[config.mk]
export PLATFORM = sky130hd
export DESIGN_NAME = nf10_id_fetch
export DESIGN_NICKNAME = d
export VERILOG_FILES = /design/src/rtl/nf10_id_fetch.sv
export SDC_FILE = /design/constraint.sdc
export NUM_CORES = 1
export LEC_CHECK = 0
export ABC_AREA = 1
export CAP_MARGIN = 20
export CORE_ASPECT_RATIO = 1.5
export CORE_UTILIZATION = 47
export CTS_BUF_LIST = sky130_fd_sc_hd__clkbuf_4
export DETAILED_ROUTE_END_ITERATION = 7
export HOLD_SLACK_MARGIN = 0.08
export PLACE_DENSITY_LB_ADDON = 0.15
export SYNTH_ARGS = -nofsm -noshare
export SYNTH_HDL_FRONTEND = slang
export SYNTH_SLANG_ARGS = --single-unit
[constraint.sdc]
create_clock -name M_AXI_ACLK -period 2 [get_ports M_AXI_ACLK]
set_input_delay 0.4 -clock M_AXI_ACLK [delete_from_list [all_inputs] [get_ports M_AXI_ACLK]]
set_output_delay 0.4 -clock M_AXI_ACLK [all_outputs]
set_load 0.03 [all_outputs]
[src/rtl/nf10_id_fetch.sv]
`default_nettype none
// ============================================================================
// Module      : nf10_id_fetch
// Description : AXI4-Lite read master that fetches the identifier register
//               bank (date, time, project, tag, board) one word at a time.
//               It reports busy/done/error and records where a fetch failed.
// Revision    : 1.0 - initial release
// ============================================================================
module nf10_id_fetch #(
    parameter int unsigned                   C_M_AXI_ADDR_WIDTH = 32,
    parameter int unsigned                   C_M_AXI_DATA_WIDTH = 32,
    parameter logic [C_M_AXI_ADDR_WIDTH-1:0] C_ID_BASEADDR      = '0,
    parameter int unsigned                   NUM_WORDS          = 5,
    parameter int unsigned                   C_TIMEOUT_CYCLES   = 255,
    parameter bit                            C_AUTO_START       = 1'b1
) (
    input  logic                          M_AXI_ACLK,
    input  logic                          M_AXI_ARESET,
    input  logic                          start,
    output logic [C_M_AXI_ADDR_WIDTH-1:0] M_AXI_ARADDR,
    output logic                          M_AXI_ARVALID,
    input  logic                          M_AXI_ARREADY,
    input  logic [31:0]                   M_AXI_RDATA,
    input  logic [1:0]                    M_AXI_RRESP,
    input  logic                          M_AXI_RVALID,
    output logic                          M_AXI_RREADY,
    output logic                          M_AXI_AWVALID,
    output logic                          M_AXI_WVALID,
    output logic                          M_AXI_BREADY,
    output logic [31:0]                   id_date,
    output logic [31:0]                   id_time,
    output logic [31:0]                   id_project,
    output logic [31:0]                   id_tag,
    output logic [31:0]                   id_board,
    output logic                          busy,
    output logic                          done,
    output logic                          error,
    output logic [2:0]                    err_index,
    output logic [1:0]                    err_code
);

    // Unsupported configurations are rejected at elaboration time.
    generate
        if (C_M_AXI_DATA_WIDTH != 32 || NUM_WORDS < 1 || NUM_WORDS > 5 ||
            C_TIMEOUT_CYCLES < 1) begin : g_bad_config
            $error("nf10_id_fetch: unsupported parameter combination");
        end
    endgenerate

    // The counter only has to reach C_TIMEOUT_CYCLES-1.
    localparam int unsigned WAIT_W = (C_TIMEOUT_CYCLES > 1) ? $clog2(C_TIMEOUT_CYCLES) : 1;
    localparam logic [WAIT_W-1:0] C_WAIT_LAST = WAIT_W'(C_TIMEOUT_CYCLES - 1);
    localparam logic [2:0]        C_IDX_LAST  = 3'(NUM_WORDS - 1);

    typedef enum logic [2:0] {
        S_IDLE = 3'd0,
        S_ADDR = 3'd1,
        S_DATA = 3'd2,
        S_DONE = 3'd3,
        S_ERR  = 3'd4
    } state_t;

    state_t                        state_q,      state_d;
    logic [2:0]                    idx_q,        idx_d;
    logic [WAIT_W-1:0]             wait_q,       wait_d;
    logic                          auto_start_q, auto_start_d;
    logic [C_M_AXI_ADDR_WIDTH-1:0] araddr_q,     araddr_d;
    logic                          arvalid_q,    arvalid_d;
    logic                          rready_q,     rready_d;
    logic                          busy_q,       busy_d;
    logic                          done_q,       done_d;
    logic                          error_q,      error_d;
    logic [2:0]                    err_index_q,  err_index_d;
    logic [1:0]                    err_code_q,   err_code_d;
    logic [4:0][31:0]              word_q,       word_d;
    logic                          launch;

    function automatic logic [C_M_AXI_ADDR_WIDTH-1:0] word_addr(input logic [2:0] i);
        return C_ID_BASEADDR + C_M_AXI_ADDR_WIDTH'({i, 2'b00});
    endfunction

    // Sequencer: next state, index, wait counter, captured words and status.
    always_comb begin
        state_d      = state_q;
        idx_d        = idx_q;
        wait_d       = wait_q;
        auto_start_d = auto_start_q;
        araddr_d     = araddr_q;
        err_index_d  = err_index_q;
        err_code_d   = err_code_q;
        word_d       = word_q;
        launch       = 1'b0;

        case (state_q)
            S_IDLE: launch = start | auto_start_q;
            S_DONE,
            S_ERR:  launch = start;
            S_ADDR: begin
                if (M_AXI_ARREADY) begin
                    state_d = S_DATA;
                    wait_d  = '0;
                end else if (wait_q == C_WAIT_LAST) begin
                    // A stalled address phase is fatal; ARVALID drops with the state.
                    state_d     = S_ERR;
                    err_index_d = idx_q;
                    err_code_d  = 2'b01;
                end else begin
                    wait_d = wait_q + WAIT_W'(1);
                end
            end
            S_DATA: begin
                if (M_AXI_RVALID) begin
                    wait_d = '0;
                    if (M_AXI_RRESP == 2'b00) begin
                        for (int i = 0; i < 5; i++) begin
                            if (idx_q == 3'(i)) begin
                                word_d[i] = M_AXI_RDATA;
                            end
                        end
                        if (idx_q == C_IDX_LAST) begin
                            state_d = S_DONE;
                        end else begin
                            idx_d    = idx_q + 3'd1;
                            araddr_d = word_addr(idx_q + 3'd1);
                            state_d  = S_ADDR;
                        end
                    end else begin
                        // Slave error: the beat is discarded.
                        state_d     = S_ERR;
                        err_index_d = idx_q;
                        err_code_d  = M_AXI_RRESP;
                    end
                end else if (wait_q == C_WAIT_LAST) begin
                    state_d     = S_ERR;
                    err_index_d = idx_q;
                    err_code_d  = 2'b01;
                end else begin
                    wait_d = wait_q + WAIT_W'(1);
                end
            end
            default: state_d = S_IDLE;
        endcase

        // Starting (or restarting) a fetch always begins at word 0 with clean status.
        if (launch) begin
            state_d      = S_ADDR;
            idx_d        = 3'd0;
            wait_d       = '0;
            auto_start_d = 1'b0;
            araddr_d     = word_addr(3'd0);
            err_index_d  = 3'd0;
            err_code_d   = 2'b00;
        end

        // Outputs are registered copies of what the next state implies.
        arvalid_d = (state_d == S_ADDR);
        rready_d  = (state_d == S_DATA);
        busy_d    = (state_d == S_ADDR) || (state_d == S_DATA);
        done_d    = (state_d == S_DONE);
        error_d   = (state_d == S_ERR);
    end

    // State and output registers with synchronous reset.
    always_ff @(posedge M_AXI_ACLK) begin
        if (M_AXI_ARESET) begin
            state_q      <= S_IDLE;
            idx_q        <= 3'd0;
            wait_q       <= '0;
            auto_start_q <= C_AUTO_START;
            araddr_q     <= '0;
            arvalid_q    <= 1'b0;
            rready_q     <= 1'b0;
            busy_q       <= 1'b0;
            done_q       <= 1'b0;
            error_q      <= 1'b0;
            err_index_q  <= 3'd0;
            err_code_q   <= 2'b00;
            word_q       <= '0;
        end else begin
            state_q      <= state_d;
            idx_q        <= idx_d;
            wait_q       <= wait_d;
            auto_start_q <= auto_start_d;
            araddr_q     <= araddr_d;
            arvalid_q    <= arvalid_d;
            rready_q     <= rready_d;
            busy_q       <= busy_d;
            done_q       <= done_d;
            error_q      <= error_d;
            err_index_q  <= err_index_d;
            err_code_q   <= err_code_d;
            word_q       <= word_d;
        end
    end

    assign M_AXI_ARADDR  = araddr_q;
    assign M_AXI_ARVALID = arvalid_q;
    assign M_AXI_RREADY  = rready_q;
    assign M_AXI_AWVALID = 1'b0;
    assign M_AXI_WVALID  = 1'b0;
    assign M_AXI_BREADY  = 1'b1;

    assign id_date    = word_q[0];
    assign id_time    = word_q[1];
    assign id_project = word_q[2];
    assign id_tag     = word_q[3];
    assign id_board   = word_q[4];

    assign busy      = busy_q;
    assign done      = done_q;
    assign error     = error_q;
    assign err_index = err_index_q;
    assign err_code  = err_code_q;

endmodule
`default_nettype wire

# Word-level counts from Yosys, hierarchy flattened
# Cells that the tools add are included.
# word_totals
inputBits	39
output_inout_bits	205
regBits	185
# op_classes
eq_ne	15
addsub	2
reduce_logical	15
bitwise	2
mux	22
# op_table
op	n
$mux W3	9
$mux W8	3
$reduce_and A4 Y1	6
$eq A3 B2 Y1 const B	6
$pmux W8 S2	1
$mux W2	5
$eq A3 B1 Y1 const B	3
$eq A3 B3 Y1 const B	3
$pmux W3 S3	1
$add A8 B1 Y8 const B	1
$eq A8 B8 Y1 const B	1
$logic_not A3 Y1	2
$pmux W3 S2	1
$pmux W2 S2	1
$reduce_or A2 Y1	2
$add A3 B1 Y3 const B	1
$ne A3 B3 Y1 const B	1
$reduce_and A3 Y1	1
$reduce_or A3 Y1	1
$logic_not A2 Y1	1
$ne A2 B2 Y1 const B	1
$pmux W1 S2	1
$reduce_bool A2 Y1	1
$logic_or A1 B1 Y1	1
2 further kinds	2

# Logic depth before layout (Yosys ltp)
# Gate-level depths: netlist (run 1).
# logic_depth
depth_word	8
ltp_mapped	11
mapped_depth_nobuf	11

# Worst setup path before layout (run 1)
# OpenSTA, ideal clock, no wires.
# synth_path
path_kind	register -> register
from	reg, netlist name M_AXI_ARADDR[2]
to	reg word_q, in the netlist id_board[10]
n_path_buf	1
setup_time_ns	0.065
stages_incl_launch_ff	11
arrival_ns	1.764
required_time_ns	1.935
path_slack_ns	0.172
cell_sequence	dfxtp_1 inv_1 ha_1 nand2_1 inv_1 nand3_1 nor2_2 inv_1 clkbuf_1 nor2_1 nor2_1
# synth_lines
item	line	source
to (signal assigned)	192	word_q <= word_d;
to (decl)	75	logic [4:0][31:0] word_q, word_d;

# Worst setup path after layout (run 1)
# layout_path
from	reg araddr_q[2] (netlist: M_AXI_ARADDR[2])
to	out M_AXI_ARADDR[2]
# layout_lines
item	line	source
from (decl)	67	logic [C_M_AXI_ADDR_WIDTH-1:0] araddr_q, araddr_d;
from (signal assigned)	184	araddr_q <= araddr_d;
to (decl)	20	output logic [C_M_AXI_ADDR_WIDTH-1:0] M_AXI_ARADDR,
# No word-level cell between the ends.

==> run summary, run 1 <==
CELLS AND AREA
----------------------------------------------------------------------------------------
Filler Cell Count .........................................................        1,414
Area used by multi-input combinational logic ..............................    2868 um^2
Fin nets ..................................................................        1,176
Fraction of layout instances using a drive strength above 1 ...............       6.999%
Area occupied by registers ................................................    3704 um^2
Relative area change from synthesis to final layout .......................       34.58%

SYNTH
----------------------------------------------------------------------------------------
Fraction of synthesized cell area in xor and xnor cells ...................      0.1233%
Area share of the leading cell type in the synthesized netlist ............       52.12%
Warnings, synthesis .......................................................            0
Asr flop ratio synth ......................................................           0%
Ranking of synthesized cells by area ...................................... sky130_fd_sc_hd__dfxtp_1 52%, sky130_fd_sc_hd__nor2_1 18%, sky130_fd_sc_hd__o21ai_0 9.7%, sky130_fd_sc_hd__buf_4 3.4%, sky130_fd_sc_hd__nand2_1 2.7%
Compound-gate portion of the synthesized area .............................       13.28%
Number of unique standard cell types used by synthesis ....................           27
Post-synthesis mux area share .............................................           0%
Adder and majority cell fraction of the synthesized area ..................       1.233%
Sequential cell area fraction in the yosys report .........................       52.12%
Synthesized area divided by synthesized cell count ........................   7.732 um^2
Dominant combinational cell family by area after synthesis ................ simple AND/OR/NAND/NOR gates
Area of the mapped netlist ................................................    7106 um^2
Library cell occupying the most area in the post-synthesis netlist ........ sky130_fd_sc_hd__dfxtp_1
Number of synthesized flops with an enable pin ............................            0
Flop and latch count out of synthesis .....................................          185
Post-synthesis simple-gate area fraction ..................................       24.04%
Post-synthesis cell count .................................................          919
Commonest register cell after synthesis ................................... sky130_fd_sc_hd__dfxtp_1

GRT
----------------------------------------------------------------------------------------
Wire length of the first global-routing pass ..............................     30.87 mm
Largest net degree at the start of global routing .........................           92
Sum of overflow across all layers after global routing ....................            0
Antenna violations before repair ..........................................            1
Via count of the first global-routing pass ................................        6,018
Total global-route track usage ............................................       25.76%

PLACE
----------------------------------------------------------------------------------------
Worst setup slack after placement .........................................  -0.02451 ns
Sum of net half-perimeters after detailed placement .......................     13.82 mm
Final weighted congestion of routability-driven global placement ..........       0.8376
Buffers added on ports ....................................................          211

SETUP PATH
----------------------------------------------------------------------------------------
Sequence of cells on the critical path .................................... buf_4 -> dlygate4sd2_1
Critical path data arrival time ...........................................      1.45 ns
Data required time at the worst endpoint ..................................      1.60 ns
Register-to-Register Path Depth ...........................................            9
Slowest cell delay on critical path .......................................      0.40 ns
Master of the slowest instance on the critical path ....................... sky130_fd_sc_hd__dlygate4sd2_1
Critical path launch point type ...........................................     register
Crit path max fanout ......................................................            5
Capturing element type of the critical path ............................... primary output
Critical path start-end classification .................................... register to primary output
Internal reg-to-reg setup slack ...........................................      0.27 ns

CLOCK TREE
----------------------------------------------------------------------------------------
CTS Buf Count .............................................................           17
Register clock-pin slew on the reported worst setup and hold paths ........      0.17 ns
Maximum buffer depth of the clock tree ....................................            2
Total number of clock tree sinks ..........................................          185
Clock root buffer master .................................................. sky130_fd_sc_hd__clkbuf_4
Clock Latency Late Sink ...................................................      0.54 ns
TritonCTS clock tree ......................................................         done
H-tree depth ..............................................................            4

MIN PATH
----------------------------------------------------------------------------------------
Class of the worst hold path .............................................. primary input to register
Hold Path Depth ...........................................................            3

POWER
----------------------------------------------------------------------------------------
Static Leak ...............................................................     4.692 nW
Cell-internal power .......................................................   0.004694 W
Switching part of the total ...............................................       26.77%
Worst VDD drop ............................................................  0.0004314 V
Total net switching power .................................................   0.001716 W
Design Power ..............................................................   0.006409 W
Power density over cell area .............................................. 670.2 nW/um^2
Logic pwr share ...........................................................         8.0%
Clock network power share .................................................        33.9%
Sequential share of power .................................................        58.1%

STA
----------------------------------------------------------------------------------------
Worst slack on hold paths .................................................    0.4415 ns
Maximum clock skew at final layout ........................................   0.02435 ns
Unrepaired setup endpoints after global routing ...........................        false
Final setup violation count ...............................................            0
Max-slew violation count ..................................................            0
Portion of the clock cycle consumed by the worst path in the final layout .       92.29%
Post-layout worst setup margin ............................................    0.1541 ns
Achievable clock frequency ................................................    541.7 MHz
Tmin final ................................................................     1.846 ns
Count of endpoints failing hold in the final timing report ................            0

ROUTE
----------------------------------------------------------------------------------------
Post-detailed-route count of antenna-violating nets .......................            0
Count of vias placed by the detailed router ...............................        6,474
Total detailed-routing wirelength .........................................     19.42 mm
Number of detailed-route iterations in the first pass .....................            5
Residual DRC count ........................................................            0
Routed WL per cell ........................................................     14.49 um
Count of routing violations after the opening detailed-route iteration ....          266
Average via count per standard cell .......................................        4.831

DIE
----------------------------------------------------------------------------------------
Die footprint .............................................................  15,620 um^2
Effective utilization at floorplan ........................................       48.46%
Die H .....................................................................     152.6 um
Horiz. Die Dim ............................................................     102.4 um
Placeable core region .....................................................  14,660 um^2
I/O pin cnt ...............................................................          244
Placement Rows ............................................................           54

STATUS
----------------------------------------------------------------------------------------
Result of the run ......................................................... complete, no violations

FLOW RUN
----------------------------------------------------------------------------------------
Max-capacitance violation count ...........................................            0

==> logic make-up after synthesis <==
kind of cell,Yosys count
and+or+nand+nor,424
buffers and inverters,112
other,2
adders and majority gates,7
xor gates and xnor gates,1
AOI/OAI and AO/OA,188
DFF,185
==> placed cells by master, fill, tap and decap left out, drive strengths merged <==
master | netlist | final
inv | 28 | 36
clkinv | 3 | 6
xnor2 | 1 | 1
dlymetal6s2s | 0 | 3
nor3 | 3 | 3
ha | 7 | 7
dlygate4sd2 | 0 | 170
clkbuf | 35 | 18
o21bai | 1 | 1
nor2 | 348 | 348
nand3 | 15 | 15
clkdlybuf4s50 | 0 | 38
conb | 2 | 32
buf | 46 | 32
bufinv | 0 | 2
nand4 | 3 | 3
nand2 | 55 | 55
o21ai | 173 | 173
dfxtp | 185 | 185
clkinvlp | 0 | 1
diode | 0 | 1
a21oi | 14 | 14
==> critical path: cells and delay by family, from the launching register on <==
| kind | cells | cell delay [ns] |
|---|---|---|
| buffers and inverters | 2 | 0.54 |
| flip-flops | 1 | 0.36 |
==> final timing paths <==
check                                startpoint              end
worst max-delay path            M_AXI_ARADDR[2]  M_AXI_ARADDR[2]
worst min-delay path             M_AXI_RRESP[1]      err_code[1]
worst max register to register  M_AXI_ARADDR[3]     id_board[31]
worst min register to register     auto_start_q     auto_start_q
==> what timing repair did <==
action	CTS	global route
resized for setup	170	3
endpoints found under the setup margin	170	3
buffers inserted	0	0
hold buffers	0	0
==> state kept, by name, indices dropped and copies added (netlist names), 2 cells and up <==
name	cells
M_AXI_ARADDR	3
err_code	2
err_index	3
id_board	32
id_date	32
id_project	32
id_tag	32
id_time	32
state_q	3
wait_q	8
==> per-layer routing <==
metal	track usage, %	share of wire, %	vias up
met2	45.09	52	213
met4	11.36	3.0	0
met3	5.872	5.7	36
li1	-	-	3290
met5	0	0	-
met1	29.18	39	2935
==> synthesized netlist by cell type (3+ instances only) <==
cell / n
sky130_fd_sc_hd__clkbuf_2: 8
sky130_fd_sc_hd__clkinv_2: 3
sky130_fd_sc_hd__a21oi_1: 14
sky130_fd_sc_hd__nand4_1: 3
sky130_fd_sc_hd__dfxtp_1: 185
sky130_fd_sc_hd__nand2_1: 51
sky130_fd_sc_hd__nand3_1: 12
sky130_fd_sc_hd__clkbuf_1: 27
sky130_fd_sc_hd__nor3_1: 3
sky130_fd_sc_hd__o21ai_1: 35
sky130_fd_sc_hd__buf_4: 32
sky130_fd_sc_hd__buf_6: 12
sky130_fd_sc_hd__nor2_1: 344
sky130_fd_sc_hd__inv_1: 27
sky130_fd_sc_hd__nand3_4: 3
sky130_fd_sc_hd__o21ai_0: 138
sky130_fd_sc_hd__ha_1: 7
==> area by class of cell <==
| class | count | share of cell area, % |
|---|---|---|
| tap | 196 | 2.564 |
| clock inverter | 14 | 1.845 |
| inverter | 31 | 1.282 |
| timing repair buffer | 243 | 24.15 |
| clock buffer | 18 | 1.413 |
| sequential | 185 | 38.73 |
| multi-input combinational | 652 | 29.99 |
| antenna | 1 | 0.02617 |
==> power groups by stage <==
| stage | clock network [W] | registers [W] | logic (W) |
|---|---|---|---|
| 2_1_floorplan | 0 | 0.00383 | 0.000325 |
| 3_3_place_gp | 0 | 0.00381 | 0.000513 |
| 3_5_place_dp | 0 | 0.00381 | 0.000515 |
| 4_1_cts | 0.00225 | 0.00373 | 0.000510 |
| 5_1_grt | 0.00242 | 0.00373 | 0.000559 |
| 6_report | 0.00217 | 0.00373 | 0.000510 |
==> through the flow <==
step | utilization [%] | cells | setup TNS [ns] | instance area, um^2
floorplan | - | 949 | 0 | 7218
global route | 65.22 | 1340 | 0 | 9563
CTS | 65.16 | 1339 | 0 | 9553
global placement | 64.48 | 1307 | 0 | 9454
finish | 65.22 | 1340 | 0 | 9563
detailed placement | 64.48 | 1307 | -0.1009 | 9454
(Power assumes the default switching activity.)
==> run 2, diff against run 1 <==
--- a/config.mk
+++ b/config.mk
@@ -13,2 +13,3 @@
 export DETAILED_ROUTE_END_ITERATION = 7
+export GPL_ROUTABILITY_DRIVEN = 0
 export HOLD_SLACK_MARGIN = 0.08
==> constraint.sdc (replaced) <==
create_clock -name M_AXI_ACLK -period 2 [get_ports M_AXI_ACLK]
set_input_delay 0.3 -clock M_AXI_ACLK [delete_from_list [all_inputs] [get_ports M_AXI_ACLK]]
set_output_delay 0.3 -clock M_AXI_ACLK [all_outputs]
set_load 0.03 [all_outputs]
==> run 2 against run 1 <==
Against the previous run:
- maximum frequency down 4.1%
- register-to-register slack worse by 0.08 ns
- clock skew up 0.0025 ns
- core utilization up 0.76 points
- combinational power up 1%
==> run summary, run 2 (synthesis gave the netlist of run 1 again) <==
CLOCK TREE
----------------------------------------------------------------------------------------
H-tree depth ..............................................................            4   unchanged
Count of buffers added by post-CTS timing repair for setup ................            0   unchanged
Maximum buffer depth of the clock tree ....................................            2   unchanged
Clock root buffer master .................................................. sky130_fd_sc_hd__clkbuf_4
CTS Buf Count .............................................................           17   unchanged
Register clock-pin slew on the reported worst setup and hold paths ........      0.15 ns   -0.02 ns
Clock Latency Late Sink ...................................................      0.55 ns   about the same
Total number of clock tree sinks ..........................................          185   unchanged
TritonCTS clock tree ......................................................         done

PLACE
----------------------------------------------------------------------------------------
Worst setup slack after placement .........................................   0.07838 ns   +0.1029 ns
Sum of net half-perimeters after detailed placement .......................     13.87 mm   +0.31%
Buffers added on ports ....................................................          211   unchanged

CELLS AND AREA
----------------------------------------------------------------------------------------
Relative area change from synthesis to final layout .......................       36.15%
Most common library cell in the layout ignoring fill and taps ............. sky130_fd_sc_hd__nor2_1
Top library cells by usage in the layout, fill and taps aside ............. 344 x sky130_fd_sc_hd__nor2_1, 195 x sky130_fd_sc_hd__clkdlybuf4s50_1, 185 x sky130_fd_sc_hd__dfxtp_1, 138 x sky130_fd_sc_hd__o21ai_0, 51 x sky130_fd_sc_hd__nand2_1
Fin nets ..................................................................        1,173   -0.26%
Fraction of layout instances using a drive strength above 1 ...............       6.579%   -0.42 points
Filler Cell Count .........................................................        1,381   -2.3%

DIE
----------------------------------------------------------------------------------------
Horiz. Die Dim ............................................................     102.4 um   unchanged
Placement Rows ............................................................           54   unchanged
Die footprint .............................................................  15,620 um^2   unchanged
Placeable core region .....................................................  14,660 um^2   unchanged
Effective utilization at floorplan ........................................       48.46%   unchanged
I/O pin cnt ...............................................................          244   unchanged
Die H .....................................................................     152.6 um   unchanged

MIN PATH
----------------------------------------------------------------------------------------
Hold Path Depth ...........................................................            3   unchanged
Origin of the worst min-delay path ........................................ M_AXI_RRESP[1]
Hold Path End .............................................................  err_code[1]
Class of the worst hold path .............................................. primary input to register

SETUP PATH
----------------------------------------------------------------------------------------
Sequence of cells on the critical path .................................... clkdlybuf4s50_1
Critical path launch point type ...........................................     register
Capturing element type of the critical path ............................... primary output
Master of the slowest instance on the critical path ....................... sky130_fd_sc_hd__clkdlybuf4s50_1
Slowest cell delay on critical path .......................................      0.69 ns   +0.29 ns
Crit path max fanout ......................................................            2   -3
Buffer and inverter count on the worst path ...............................            1   -1
Kind of cell with the highest combined delay on the critical path ......... buffers and inverters
Reg-to-Reg End ............................................................ id_board[17]
Critical path start-end classification .................................... register to primary output
Register-to-Register Path Depth ...........................................           10   +1
Critical path data arrival time ...........................................      1.62 ns   +0.17 ns
Data required time at the worst endpoint ..................................      1.70 ns   +0.10 ns
Beginning of the worst register-to-register path .......................... M_AXI_ARADDR[3]
Internal reg-to-reg setup slack ...........................................      0.19 ns   -0.08 ns

GRT
----------------------------------------------------------------------------------------
Total global-route track usage ............................................       24.69%   -1.1 points
Via count of the first global-routing pass ................................        5,872   -2.4%
Largest net degree at the start of global routing .........................           91   -1.1%
Wire length of the first global-routing pass ..............................     30.00 mm   -2.8%
Antenna violations before repair ..........................................            1   unchanged
Sum of overflow across all layers after global routing ....................            0   unchanged

POWER
----------------------------------------------------------------------------------------
Design Power ..............................................................   0.006149 W   -4.1%
Total net switching power .................................................   0.001722 W   +0.38%
Cell-internal power .......................................................   0.004427 W   -5.7%
Clock network power share .................................................        31.0%   -2.9 points
Logic pwr share ...........................................................         8.4%   +0.4 points
Worst VDD drop ............................................................  0.0003449 V   -20%
Power density over cell area .............................................. 635.6 nW/um^2   -5.2%
Static Leak ...............................................................     4.011 nW   -15%
Sequential share of power .................................................        60.6%   +2.5 points
Switching part of the total ...............................................       28.00%   +1.2 points

STA
----------------------------------------------------------------------------------------
Aggregate negative setup slack ............................................         0 ns   unchanged
Maximum clock skew at final layout ........................................   0.02680 ns   +0.002452 ns
Unrepaired setup endpoints after global routing ...........................        false
Portion of the clock cycle consumed by the worst path in the final layout .       96.21%   +3.9 points
Tmin final ................................................................     1.924 ns   +0.07838 ns
Count of endpoints failing hold in the final timing report ................            0   unchanged
Achievable clock frequency ................................................    519.7 MHz   -4.1%
Post-layout worst setup margin ............................................   0.07572 ns   -0.07838 ns
Final setup violation count ...............................................            0   unchanged
Max-slew violation count ..................................................            0   unchanged

ROUTE
----------------------------------------------------------------------------------------
Post-detailed-route count of antenna-violating nets .......................            0   unchanged
Routed WL per cell ........................................................     14.40 um   -0.62%
Number of detailed-route iterations in the first pass .....................            5   unchanged
Count of routing violations after the opening detailed-route iteration ....          284   +6.8%
Average via count per standard cell .......................................        4.850   +0.38%
Residual DRC count ........................................................            0   unchanged
Total detailed-routing wirelength .........................................     19.25 mm   -0.84%
Count of vias placed by the detailed router ...............................        6,484   +0.15%

FLOW RUN
----------------------------------------------------------------------------------------
Max-capacitance violation count ...........................................            0   unchanged

STATUS
----------------------------------------------------------------------------------------
Result of the run ......................................................... complete, no violations

-- run 2: routing by layer --
| metal | vias up | GRT usage, % | routed length, um | share of wire (%) |
|---|---|---|---|---|
| met1 | 2997 | 28.33 | 7789 | 40 |
| met2 | 186 | 43.94 | 9948 | 52 |
| met4 | 0 | 8.367 | 453 | 2.4 |
| met5 | - | 0 | 0 | 0 |
| li1 | 3270 | - | - | - |
| met3 | 31 | 5.734 | 1061 | 5.5 |
-- run 2: stage by stage --
stage,hold slack (ns),utilization [%],cells,instance area [um^2]
finish,0.3320,65.98,1337,9674
global route,0.3033,65.98,1337,9674
CTS,0.2955,65.69,1336,9630
detailed placement,0.4602,63.90,1304,9369
global placement,0.4449,63.90,1304,9369
floorplan,0.3724,-,949,7218
-- run 2: worst max-delay path by stage --
stage | depth (start not counted) | endpoint | start | slack [ns]
finish | 1 | id_date[29] | id_date[29] | 0.08
global route | 1 | id_tag[23] | id_tag[23] | 0.0009
CTS | 1 | id_tag[0] | id_tag[0] | 0.04
detailed placement | 8 | id_board[21] | M_AXI_RRESP[0] | 0.08
global placement | 8 | id_board[14] | M_AXI_RRESP[0] | 0.09
floorplan | 10 | id_board[10] | M_AXI_ARADDR[2] | 0.17
-- run 2: power groups by stage --
| stage | clock [W] | sequential [W] | combinational (W) |
|---|---|---|---|
| floorplan | 0 | 0.00383 | 0.000325 |
| global placement | 0 | 0.00381 | 0.000512 |
| detailed placement | 0 | 0.00381 | 0.000514 |
| CTS | 0.00196 | 0.00373 | 0.000515 |
| global route | 0.00212 | 0.00373 | 0.000566 |
| finish | 0.00191 | 0.00373 | 0.000516 |
-- run 2: repair_timing --
item | CTS | global route
pin swaps | 0 | 0
hold buffers | 0 | 0
gates cloned | 0 | 0
resized for setup | 3 | 15
endpoints found under the setup margin | 3 | 15
-- run 2: worst register-to-register path, stage by stage, from the launching register on --
cell and delay, ns:
sky130_fd_sc_hd__dfxtp_1 0.39, sky130_fd_sc_hd__inv_1 0.11, sky130_fd_sc_hd__ha_1 0.22, sky130_fd_sc_hd__nand2_1 0.11, sky130_fd_sc_hd__inv_1 0.09, sky130_fd_sc_hd__nand3_1 0.12, sky130_fd_sc_hd__nor2_4 0.18, sky130_fd_sc_hd__inv_1 0.07
sky130_fd_sc_hd__buf_4 0.22, sky130_fd_sc_hd__nor2_1 0.13, sky130_fd_sc_hd__nor2_1 0.05
-- run 2: area by class of cell --
type	count	area [um^2]	share of cell area, %
clock inverters	15	137.6	1.423
well taps	196	245.2	2.535
multi-input cells	652	2873	29.69
flip-flops and latches	185	3704	38.28
repair buffers	240	2462	25.45
diodes	1	2.502	0.02587
inverters	31	122.6	1.267
clock buffers	17	127.6	1.319
==> run 3, diff against run 2 <==
Settings changed: ABC_AREA 1 to 0, CORE_UTILIZATION 47 to 48.
==> run 3 against run 2 <==
Against the previous run:
- non-clock buffer count increased by 16
- die area increased by 5.8%
- critical endpoint is now id_board[31]
- largest cell class unchanged
- total power increased by 3.3%
==> run summary, run 3 <==
PLACE
----------------------------------------------------------------------------------------
Post-detailed-placement cell area .........................................    9947 um^2   +6.2%
Buffers added on ports ....................................................          211   unchanged
Sum of net half-perimeters after detailed placement .......................     14.82 mm   +6.9%

SYNTH
----------------------------------------------------------------------------------------
Sequential cell area fraction in the yosys report .........................       48.20%   -3.9 points
Area of the mapped netlist ................................................    7684 um^2   +8.1%
Fraction of synthesized cell area in xor and xnor cells ...................      0.1140%   -0.0093 points
Commonest register cell after synthesis ................................... sky130_fd_sc_hd__dfxtp_1
Dominant combinational cell family by area after synthesis ................ simple AND/OR/NAND/NOR gates
Number of unique standard cell types used by synthesis ....................           55   +100%
Compound-gate portion of the synthesized area .............................       18.73%   +5.4 points
Synthesized area divided by synthesized cell count ........................   8.556 um^2   +11%
Area share of the leading cell type in the synthesized netlist ............       48.20%   -3.9 points
Ranking of synthesized cells by area ...................................... sky130_fd_sc_hd__dfxtp_1 48%, sky130_fd_sc_hd__nand2_1 16%, sky130_fd_sc_hd__a21oi_2 10%, sky130_fd_sc_hd__a21oi_1 5.4%, sky130_fd_sc_hd__buf_4 3.5%
Commonest cells in the netlist ............................................ 329 x sky130_fd_sc_hd__nand2_1, 185 x sky130_fd_sc_hd__dfxtp_1, 90 x sky130_fd_sc_hd__a21oi_2, 83 x sky130_fd_sc_hd__a21oi_1, 37 x sky130_fd_sc_hd__clkbuf_1
Post-synthesis mux area share .............................................      0.6514%   +0.65 points
Library cell occupying the most area in the post-synthesis netlist ........ sky130_fd_sc_hd__dfxtp_1
Post-synthesis simple-gate area fraction ..................................       21.40%   -2.6 points
Warnings, synthesis .......................................................            0   unchanged
Post-synthesis cell count .................................................          898   -2.3%
Most frequent cell after synthesis ........................................ sky130_fd_sc_hd__nand2_1
Asr flop ratio synth ......................................................           0%   unchanged
Number of synthesized flops with an enable pin ............................            0   unchanged
Adder and majority cell fraction of the synthesized area ..................       1.140%   -0.093 points
Flop and latch count out of synthesis .....................................          185   unchanged

CELLS AND AREA
----------------------------------------------------------------------------------------
Area occupied by registers ................................................    3705 um^2   about the same
Fraction of layout instances using a drive strength above 1 ...............       16.65%   +10 points
Final std cell area, no fill ..............................................  10,400 um^2   +7.5%
Top library cells by usage in the layout, fill and taps aside ............. 329 x sky130_fd_sc_hd__nand2_1, 184 x sky130_fd_sc_hd__dfxtp_1, 147 x sky130_fd_sc_hd__clkdlybuf4s50_1, 90 x sky130_fd_sc_hd__a21oi_2, 83 x sky130_fd_sc_hd__a21oi_1
Relative area change from synthesis to final layout .......................       35.39%
Most common library cell in the layout ignoring fill and taps ............. sky130_fd_sc_hd__nand2_1
Area used by multi-input combinational logic ..............................    3357 um^2   +17%
Filler Cell Count .........................................................        1,339   -3.0%
Fin nets ..................................................................        1,156   -1.4%

STA
----------------------------------------------------------------------------------------
Max-slew violation count ..................................................            0   unchanged
Portion of the clock cycle consumed by the worst path in the final layout .       95.89%   -0.32 points
Achievable clock frequency ................................................    521.4 MHz   +0.33%
Maximum clock skew at final layout ........................................   0.01793 ns   -0.008875 ns
Tmin final ................................................................     1.918 ns   -0.006413 ns
Count of endpoints failing hold in the final timing report ................            0   unchanged
Worst slack on hold paths .................................................    0.4214 ns   +0.08942 ns
Unrepaired setup endpoints after global routing ...........................        false
Final setup violation count ...............................................            0   unchanged

ROUTE
----------------------------------------------------------------------------------------
Total detailed-routing wirelength .........................................     21.15 mm   +9.9%
Count of routing violations after the opening detailed-route iteration ....          283   -0.35%
Routed WL per cell ........................................................     15.94 um   +11%
Average via count per standard cell .......................................        4.963   +2.3%
Residual DRC count ........................................................            0   unchanged
Count of vias placed by the detailed router ...............................        6,586   +1.6%
Post-detailed-route count of antenna-violating nets .......................            0   unchanged
Number of detailed-route iterations in the first pass .....................            4   -1

SETUP PATH
----------------------------------------------------------------------------------------
Beginning of the worst register-to-register path ..........................   state_q[0]
Internal reg-to-reg setup slack ...........................................      0.15 ns   -0.04 ns
Crit path max fanout ......................................................            2   unchanged
Critical path launch point type ...........................................     register
Data required time at the worst endpoint ..................................      1.70 ns   about the same
Slowest cell delay on critical path .......................................      0.71 ns   +0.02 ns
Capturing element type of the critical path ............................... primary output
Register-to-Register Path Depth ...........................................            6   -4
Master of the slowest instance on the critical path ....................... sky130_fd_sc_hd__clkdlybuf4s50_1
Critical path start-end classification .................................... register to primary output
Kind of cell with the highest combined delay on the critical path ......... buffers and inverters
Buffer and inverter count on the worst path ...............................            1   unchanged
Reg-to-Reg End ............................................................         busy
Sequence of cells on the critical path .................................... clkdlybuf4s50_1
Critical path data arrival time ...........................................      1.62 ns   about the same

STATUS
----------------------------------------------------------------------------------------
Result of the run ......................................................... complete, no violations

DIE
----------------------------------------------------------------------------------------
Placeable core region .....................................................  15,630 um^2   +6.6%
Horiz. Die Dim ............................................................     105.3 um   +2.8%
I/O pin cnt ...............................................................          244   unchanged
Effective utilization at floorplan ........................................       49.18%   +0.71 points
Die H .....................................................................     157.0 um   +2.9%
Placement Rows ............................................................           56   +3.7%
Die footprint .............................................................  16,530 um^2   +5.8%

CLOCK TREE
----------------------------------------------------------------------------------------
CTS Buf Count .............................................................           17   unchanged
TritonCTS clock tree ......................................................         done
Maximum buffer depth of the clock tree ....................................            2   unchanged
Total number of clock tree sinks ..........................................          185   unchanged
Register clock-pin slew on the reported worst setup and hold paths ........      0.16 ns   about the same
Clock root buffer master .................................................. sky130_fd_sc_hd__clkbuf_4
H-tree depth ..............................................................            4   unchanged
Clock Latency Late Sink ...................................................      0.56 ns   about the same
Count of buffers added by post-CTS timing repair for setup ................            0   unchanged

GRT
----------------------------------------------------------------------------------------
Wire length of the first global-routing pass ..............................     33.11 mm   +10%
Largest net degree at the start of global routing .........................           64   -30%
Antenna violations before repair ..........................................            1   unchanged
Sum of overflow across all layers after global routing ....................            0   unchanged
Total global-route track usage ............................................       25.65%   +0.96 points
Via count of the first global-routing pass ................................        6,267   +6.7%

FLOW RUN
----------------------------------------------------------------------------------------
Max-capacitance violation count ...........................................            0   unchanged

MIN PATH
----------------------------------------------------------------------------------------
Class of the worst hold path .............................................. primary input to register
Hold Path End .............................................................  id_date[21]
Hold Path Depth ...........................................................            3   unchanged
Origin of the worst min-delay path ........................................ M_AXI_RDATA[21]

POWER
----------------------------------------------------------------------------------------
Design Power ..............................................................   0.006350 W   +3.3%
Static Leak ...............................................................     4.551 nW   +13%
Power density over cell area .............................................. 610.4 nW/um^2   -4.0%
Worst VDD drop ............................................................  0.0003863 V   +12%

[run 3: layout make-up]
type                       count  area share [%]
clock inverter                15           1.588
clock buffer                  17           1.227
inverter                      11          0.3969
antenna                        1         0.02406
sequential                   185           35.61
timing repair buffer         256           26.44
multi-input combinational    639           32.27
tap                          203           2.442
[run 3: timing repair]
action,in CTS,in global routing
pin swaps,0,0
hold endpoints to repair,22,0
gates resized for setup,3,62
setup endpoints to repair,3,160
gates cloned,0,0
hold buffers,1,0
[run 3: stage by stage]
step	setup TNS [ns]	instances	setup slack [ns]	util (%)
after CTS	0	1326	0.003819	65.58
after floorplan	0	928	0.1384	-
after global placement	-6.177	1293	-0.07502	63.66
after global routing	0	1327	0.0001534	66.58
final	0	1327	0.08213	66.58
after detailed placement	-11.21	1293	-0.1110	63.66
[run 3: logic make-up (layout without fill, tap and decap cells)]
kind of cell,count (synthesis),in the layout
flops,185,185
fa+ha+maj,7,7
buf+inv,104,299
xor+xnor,1,1
other cells,2,33
simple gates,390,390
compound gates,204,204
mux,5,5
[run 3: routing by layer]
metal | up-vias | GRT usage (%) | part of all wire, %
li1 | 3290 | - | -
met2 | 189 | 47.46 | 52
met3 | 23 | 5.756 | 5.7
met5 | - | 0 | 0
met4 | 0 | 8.451 | 2.0
met1 | 3084 | 28.87 | 40
[run 3: power by group]
group          internal [W]  leakage, nW  switching [W]
registers           0.00371         1.49     0.00000941
logic              0.000197         2.91       0.000353
clock network      0.000672        0.154        0.00141
[run 3: worst max path at each step]
| stage | start | end | cells past startpoint |
|---|---|---|---|
| 5_1_grt | id_time[15] | id_time[15] | 1 |
| 4_1_cts | id_board[1] | id_board[1] | 1 |
| 2_1_floorplan | M_AXI_ARADDR[2] | M_AXI_ARADDR[3] | 6 |
| 3_5_place_dp | M_AXI_RVALID | id_date[18] | 7 |
| 3_3_place_gp | M_AXI_RVALID | id_project[25] | 7 |
| 6_report | id_board[31] | id_board[31] | 1 |
